<file path="src/rtl/ps2_key_sequencer.sv">
// PS/2 scan-code sequencer: folds E0/F0 prefixes into make/break key events,
// times out stalled sequences, and tracks held arrow keys as a one-hot direction.
module ps2_key_sequencer #(
    parameter int unsigned TIMEOUT_CYCLES = 50000
) (
    input  logic       Clock,
    input  logic       Reset,
    input  logic       iByteValid,
    input  logic [7:0] iByte,
    input  logic       iFrameErr,
    output logic       oKeyEvent,
    output logic [7:0] oKeyCode,
    output logic       oKeyBreak,
    output logic       oKeyExt,
    output logic       oParseErr,
    output logic [3:0] o_direccion
);

    // Counter only has to hold TIMEOUT_CYCLES-1.
    localparam int unsigned CntW = (TIMEOUT_CYCLES > 2) ? $clog2(TIMEOUT_CYCLES) : 1;
    localparam logic [CntW-1:0] TmoLast = CntW'(TIMEOUT_CYCLES - 1);

    typedef enum logic [1:0] {
        StIdle,
        StExt,
        StBrk,
        StExtBrk
    } state_e;

    state_e          r_state, w_state_n;
    logic [CntW-1:0] r_tmo_cnt, w_tmo_cnt_n;
    logic            r_key_event, w_key_event_n;
    logic [7:0]      r_key_code, w_key_code_n;
    logic            r_key_break, w_key_break_n;
    logic            r_key_ext, w_key_ext_n;
    logic            r_parse_err, w_parse_err_n;
    logic [3:0]      r_held, w_held_n;
    logic [3:0]      r_last, w_last_n;
    logic [3:0]      r_dir, w_dir_n;
    logic [3:0]      w_key_dir;

    // Map a decoded scan code to its one-hot direction (0 for non-arrow keys).
    function automatic logic [3:0] dir_of(input logic [7:0] code, input logic ext);
        logic [3:0] d;
        d = 4'b0000;
        if (ext) begin
            case (code)
                8'h6B:   d = 4'b0001;
                8'h72:   d = 4'b0010;
                8'h74:   d = 4'b0100;
                8'h75:   d = 4'b1000;
                default: d = 4'b0000;
            endcase
        end else begin
            case (code)
                8'h1C:   d = 4'b0001;
                8'h1B:   d = 4'b0010;
                8'h23:   d = 4'b0100;
                8'h1D:   d = 4'b1000;
                default: d = 4'b0000;
            endcase
        end
        return d;
    endfunction

    // Fallback ordering when the last-pressed key is gone: up > down > left > right.
    function automatic logic [3:0] prio_of(input logic [3:0] held);
        logic [3:0] d;
        if (held[3])      d = 4'b1000;
        else if (held[1]) d = 4'b0010;
        else if (held[0]) d = 4'b0001;
        else if (held[2]) d = 4'b0100;
        else              d = 4'b0000;
        return d;
    endfunction

    assign w_key_dir = dir_of(w_key_code_n, w_key_ext_n);

    // Next-state: prefix parser, timeout, key events and direction tracking.
    always_comb begin
        w_state_n     = r_state;
        w_tmo_cnt_n   = r_tmo_cnt;
        w_key_event_n = 1'b0;
        w_key_code_n  = r_key_code;
        w_key_break_n = r_key_break;
        w_key_ext_n   = r_key_ext;
        w_parse_err_n = 1'b0;
        w_held_n      = r_held;
        w_last_n      = r_last;

        // A byte in the firing cycle wins over the timeout.
        if (iByteValid || (r_state == StIdle)) begin
            w_tmo_cnt_n = '0;
        end else if (r_tmo_cnt == TmoLast) begin
            w_tmo_cnt_n   = '0;
            w_state_n     = StIdle;
            w_parse_err_n = 1'b1;
        end else begin
            w_tmo_cnt_n = r_tmo_cnt + 1'b1;
        end

        if (iByteValid) begin
            if (iFrameErr) begin
                w_state_n     = StIdle;
                w_parse_err_n = 1'b1;
            end else begin
                case (r_state)
                    StIdle: begin
                        if (iByte == 8'hE0) begin
                            w_state_n = StExt;
                        end else if (iByte == 8'hF0) begin
                            w_state_n = StBrk;
                        end else if ((iByte == 8'hAA) || (iByte == 8'hFC)) begin
                            // Keyboard self-test result: forget everything held.
                            w_held_n = 4'b0000;
                            w_last_n = 4'b0000;
                        end else begin
                            w_key_event_n = 1'b1;
                            w_key_code_n  = iByte;
                            w_key_break_n = 1'b0;
                            w_key_ext_n   = 1'b0;
                        end
                    end
                    StExt: begin
                        if (iByte == 8'hF0) begin
                            w_state_n = StExtBrk;
                        end else if (iByte != 8'hE0) begin
                            w_state_n     = StIdle;
                            w_key_event_n = 1'b1;
                            w_key_code_n  = iByte;
                            w_key_break_n = 1'b0;
                            w_key_ext_n   = 1'b1;
                        end
                    end
                    StBrk, StExtBrk: begin
                        w_state_n = StIdle;
                        if ((iByte == 8'hE0) || (iByte == 8'hF0)) begin
                            w_parse_err_n = 1'b1;
                        end else begin
                            w_key_event_n = 1'b1;
                            w_key_code_n  = iByte;
                            w_key_break_n = 1'b1;
                            w_key_ext_n   = (r_state == StExtBrk);
                        end
                    end
                    default: w_state_n = StIdle;
                endcase
            end
        end

        if (w_key_event_n && (w_key_dir != 4'b0000)) begin
            if (w_key_break_n) begin
                w_held_n = r_held & ~w_key_dir;
            end else begin
                // Typematic repeats of an already-held key keep the old last-pressed.
                if ((r_held & w_key_dir) == 4'b0000) begin
                    w_last_n = w_key_dir;
                end
                w_held_n = r_held | w_key_dir;
            end
        end

        if ((w_last_n & w_held_n) != 4'b0000) begin
            w_dir_n = w_last_n;
        end else begin
            w_dir_n = prio_of(w_held_n);
        end
    end

    // State and output registers with synchronous active-low reset.
    always_ff @(posedge Clock) begin
        if (!Reset) begin
            r_state     <= StIdle;
            r_tmo_cnt   <= '0;
            r_key_event <= 1'b0;
            r_key_code  <= 8'h00;
            r_key_break <= 1'b0;
            r_key_ext   <= 1'b0;
            r_parse_err <= 1'b0;
            r_held      <= 4'b0000;
            r_last      <= 4'b0000;
            r_dir       <= 4'b0000;
        end else begin
            r_state     <= w_state_n;
            r_tmo_cnt   <= w_tmo_cnt_n;
            r_key_event <= w_key_event_n;
            r_key_code  <= w_key_code_n;
            r_key_break <= w_key_break_n;
            r_key_ext   <= w_key_ext_n;
            r_parse_err <= w_parse_err_n;
            r_held      <= w_held_n;
            r_last      <= w_last_n;
            r_dir       <= w_dir_n;
        end
    end

    assign oKeyEvent   = r_key_event;
    assign oKeyCode    = r_key_code;
    assign oKeyBreak   = r_key_break;
    assign oKeyExt     = r_key_ext;
    assign oParseErr   = r_parse_err;
    assign o_direccion = r_dir;

endmodule

</file>
<file path="config.mk">
export PLATFORM = sky130hd
export DESIGN_NAME = ps2_key_sequencer
export DESIGN_NICKNAME = d
export VERILOG_FILES = /design/src/rtl/ps2_key_sequencer.sv
export SDC_FILE = /design/constraint.sdc
export NUM_CORES = 1
export LEC_CHECK = 0
export ABC_CLOCK_PERIOD_IN_PS = 9200
export BUFFER_PORTS_ARGS = -buffer_cell sky130_fd_sc_hd__buf_2
export CORE_ASPECT_RATIO = 1.75
export CORE_MARGIN = 5
export CORE_UTILIZATION = 40
export DETAILED_ROUTE_END_ITERATION = 10
export PLACE_DENSITY_LB_ADDON = 0.1
export SKIP_CTS_REPAIR_TIMING = 1
export SYNTH_ARGS = -nofsm -noshare
export SYNTH_HDL_FRONTEND = slang
export SYNTH_SLANG_ARGS = --single-unit
</file>
<file path="constraint.sdc">
create_clock -name Clock -period 9.2 [get_ports Clock]
set_input_delay 0.46 -clock Clock [delete_from_list [all_inputs] [get_ports Clock]]
set_output_delay 0.46 -clock Clock [all_outputs]
set_load 0.03 [all_outputs]
</file>
==> run metrics <==
Peak Freq=255 MHz; hold crit path type=flip-flop to flip-flop; Inst Count DP=~390; post-synth top area cell=dfxtp_1; worst slew pin tran=approximately 920 ps; CP Launch Type=input pin; sequential cell area=841 sq um; Seq cells post-synth=42; worst hold start=r_tmo_cnt[0]; fin crit share=between 40% and 50%; XOR/XNOR Fraction of Synth Area=between 4 and 5%; asr flop ratio synth=0%; worst vdd ir=80.0 uV; fraction of layout cells with a size suffix above 1=roughly 17%; CORE AREA=6230 sq um; main combinational cell family by area after synthesis=simple AND/OR/NAND/NOR gates; Post-Syn Area=approximately 2600 sq um; r2r worst-path depth=10; total CTS buffers=5; die width=roughly 70 um; sequential share of the synthesized area=around 33%; Initial Util=around 40%; number of fillers in the final layout=about 640; Hold WS=around 460 ps; number of cells on the worst hold path=1; most frequently used flop master after synthesis=dfxtp_1; Final Total Pwr=around 350 uW; first-pass GRT wire length=about 12 mm; Crit Path Class=input pin to flip-flop; remaining global-route overflow=0; initial antenna violation count=0; final instance area=between 2000 and 3000 sq um; IO Pins=28; clock skew=~6.7 ps; Final setup viols=0; Hold Vio Cnt, Final=0; Post-DRT Antenna Nets=0; Placed Area=around 2700 sq um; Post-Synthesis Cells=300; Die Area=8160 sq um; max-slew violations=0; Total GRT Usage=between 15 and 20%; CP Data Arrival Time=4120 ps; PortBufs=27; DR WL/cell=18.2 um; leak pwr=1.03 nW; PwrDens=125 nW/um^2; CP required=9390 ps; TritonRoute pass-1 iters=5; relative max-transition margin=38.1%; fin util=between 40% and 50%; vias in the first global route=about 2200; worst r2r src=r_state[1]; syn nets=313; Multi-input gate area=1630 sq um; clk sinks=42; Clock Latency Late Sink=300 ps; standard-cell rows=38; setup_tns=0 ps; synth warn=0; Worst-path clk slew=about 90 ps; Post-Synth Adder-Cell Area=less than 1%; Clock Path Buffers=2; Chip Height=around 120 um; H-tree Lvls=2; Netlist cell types=70; fin nets=between 300 and 400; fin crit period=slightly below 4000 ps; Synth Area in Compound Gates=around 21%; CTS tree=yes; fin cells=around 400; Root Buffer=clkbuf_8; CP max FO=13; GPL Wtd Cong=about 0.89; unrepaired setup endpoints after global routing=no; DR DRC count=0; Synth area leaders=dfxtp_1 (33%), nor2_1 (5.0%), nand3_1 (3.9%); Area growth syn-to-layout=9.98%; post-synthesis mux area share=approximately 4.7%; Avg Cell Area, Syn=roughly 8.5 sq um; post-synthesis simple-gate area fraction=roughly a third; Synth top cells by count=dfxtp_1 (42), nor2_1 (34), nand2_1 (26); hpwl dp=around 5.7 mm; Post-synth EDFFs=0; share of the synthesized area in the top cell type=approximately a third; most frequent cell after synthesis=dfxtp_1; via count=2372; via/cell ratio=5.92; largest net degree at the start of global routing=29; Critical path origin=iByteValid; Antenna diodes=0; 1st-iter DRT viols=122; max-cap viol count=0; Worst Setup Slack, final=5270 ps; status=finished clean; crit end category=flip-flop; drt total wl=around 7.3 mm; dpl ws=5000 ps
worst paths after layout:
path / endpoint / slack (ps)
worst min-delay path: r_tmo_cnt[0] / 460
worst max register to register: o_direccion[2] / 5460
worst min register to register: r_tmo_cnt[0] / 460
worst max-delay path: o_direccion[2] / 5270
cells in the final DEF, fill, tap and decap left out, types with 3 or more instances in the layout:
| master | count |
|---|---|
| nor3b_1 | 3 |
| mux2_4 | 4 |
| inv_1 | 4 |
| buf_2 | 27 |
| nand3b_1 | 3 |
| clkbuf_8 | 5 |
| nand4b_1 | 3 |
| a21boi_0 | 4 |
| a211oi_1 | 4 |
| mux2i_1 | 6 |
| a31oi_1 | 3 |
| xor2_1 | 8 |
| o21ai_0 | 7 |
| a22oi_1 | 6 |
| dfxtp_1 | 42 |
| xnor2_1 | 6 |
| nor2_1 | 34 |
| and3_1 | 10 |
| nand4_1 | 4 |
| nand2_1 | 26 |
| a21oi_1 | 7 |
| nand2b_1 | 4 |
| and2_1 | 7 |
| o21ai_1 | 3 |
| nand3_1 | 20 |
| nor2b_1 | 10 |
| nor3_1 | 4 |
| o211ai_1 | 5 |
| a211o_1 | 3 |
report_power, final:
part | leakage (nW) | switching, mW | internal [mW]
logic | 0.646 | 0.0307 | 0.0139
registers | 0.340 | 0.00263 | 0.184
clock network | 0.0441 | 0.0682 | 0.0534
routing by layer:
metal / wire length [um] / global-route usage (%) / up-vias
met3: 298 / 2.78 / 16
met2: 4120 / 36.0 / 75
met4: 234 / 7.54 / 0
met5: 0 / 0 / -
met1: 2640 / 18.3 / 1139
li1: - / - / 1142
sequential cells by signal (all words and copies together) (netlist names):
signal       cells
oKeyBreak        1
oKeyCode         8
r_state          2
r_tmo_cnt       16
oParseErr        1
oKeyEvent        1
r_last           4
o_direccion      4
oKeyExt          1
r_held           4
final cells by class:
| type | count | share of cell area, % |
|---|---|---|
| clock inverter | 3 | 0.756 |
| inverter | 4 | 0.534 |
| tap | 80 | 3.56 |
| clock buffer | 5 | 2.45 |
| timing repair buffer | 27 | 4.80 |
| multi-input combinational | 240 | 58.0 |
| sequential | 42 | 29.9 |
critical path: stages:
cell and delay, ps:
buf_2 110, nor2b_1 700, o21ai_0 320, and2_1 250, a211oi_1 640, nand3b_4 160, o32ai_2 500, o21ai_0 180
nor3_1 190, and4_4 290, mux2_4 310
kinds of logic after synthesis:
kind of cell	count (synthesis)
AO/OA/AOI/OAI	66
XOR/XNOR	14
adder cells (fa/ha/maj)	1
buffers and inverters	18
flip-flops	42
multiplexers	10
AND/OR/NAND/NOR	149
(Power assumes the default switching activity.)
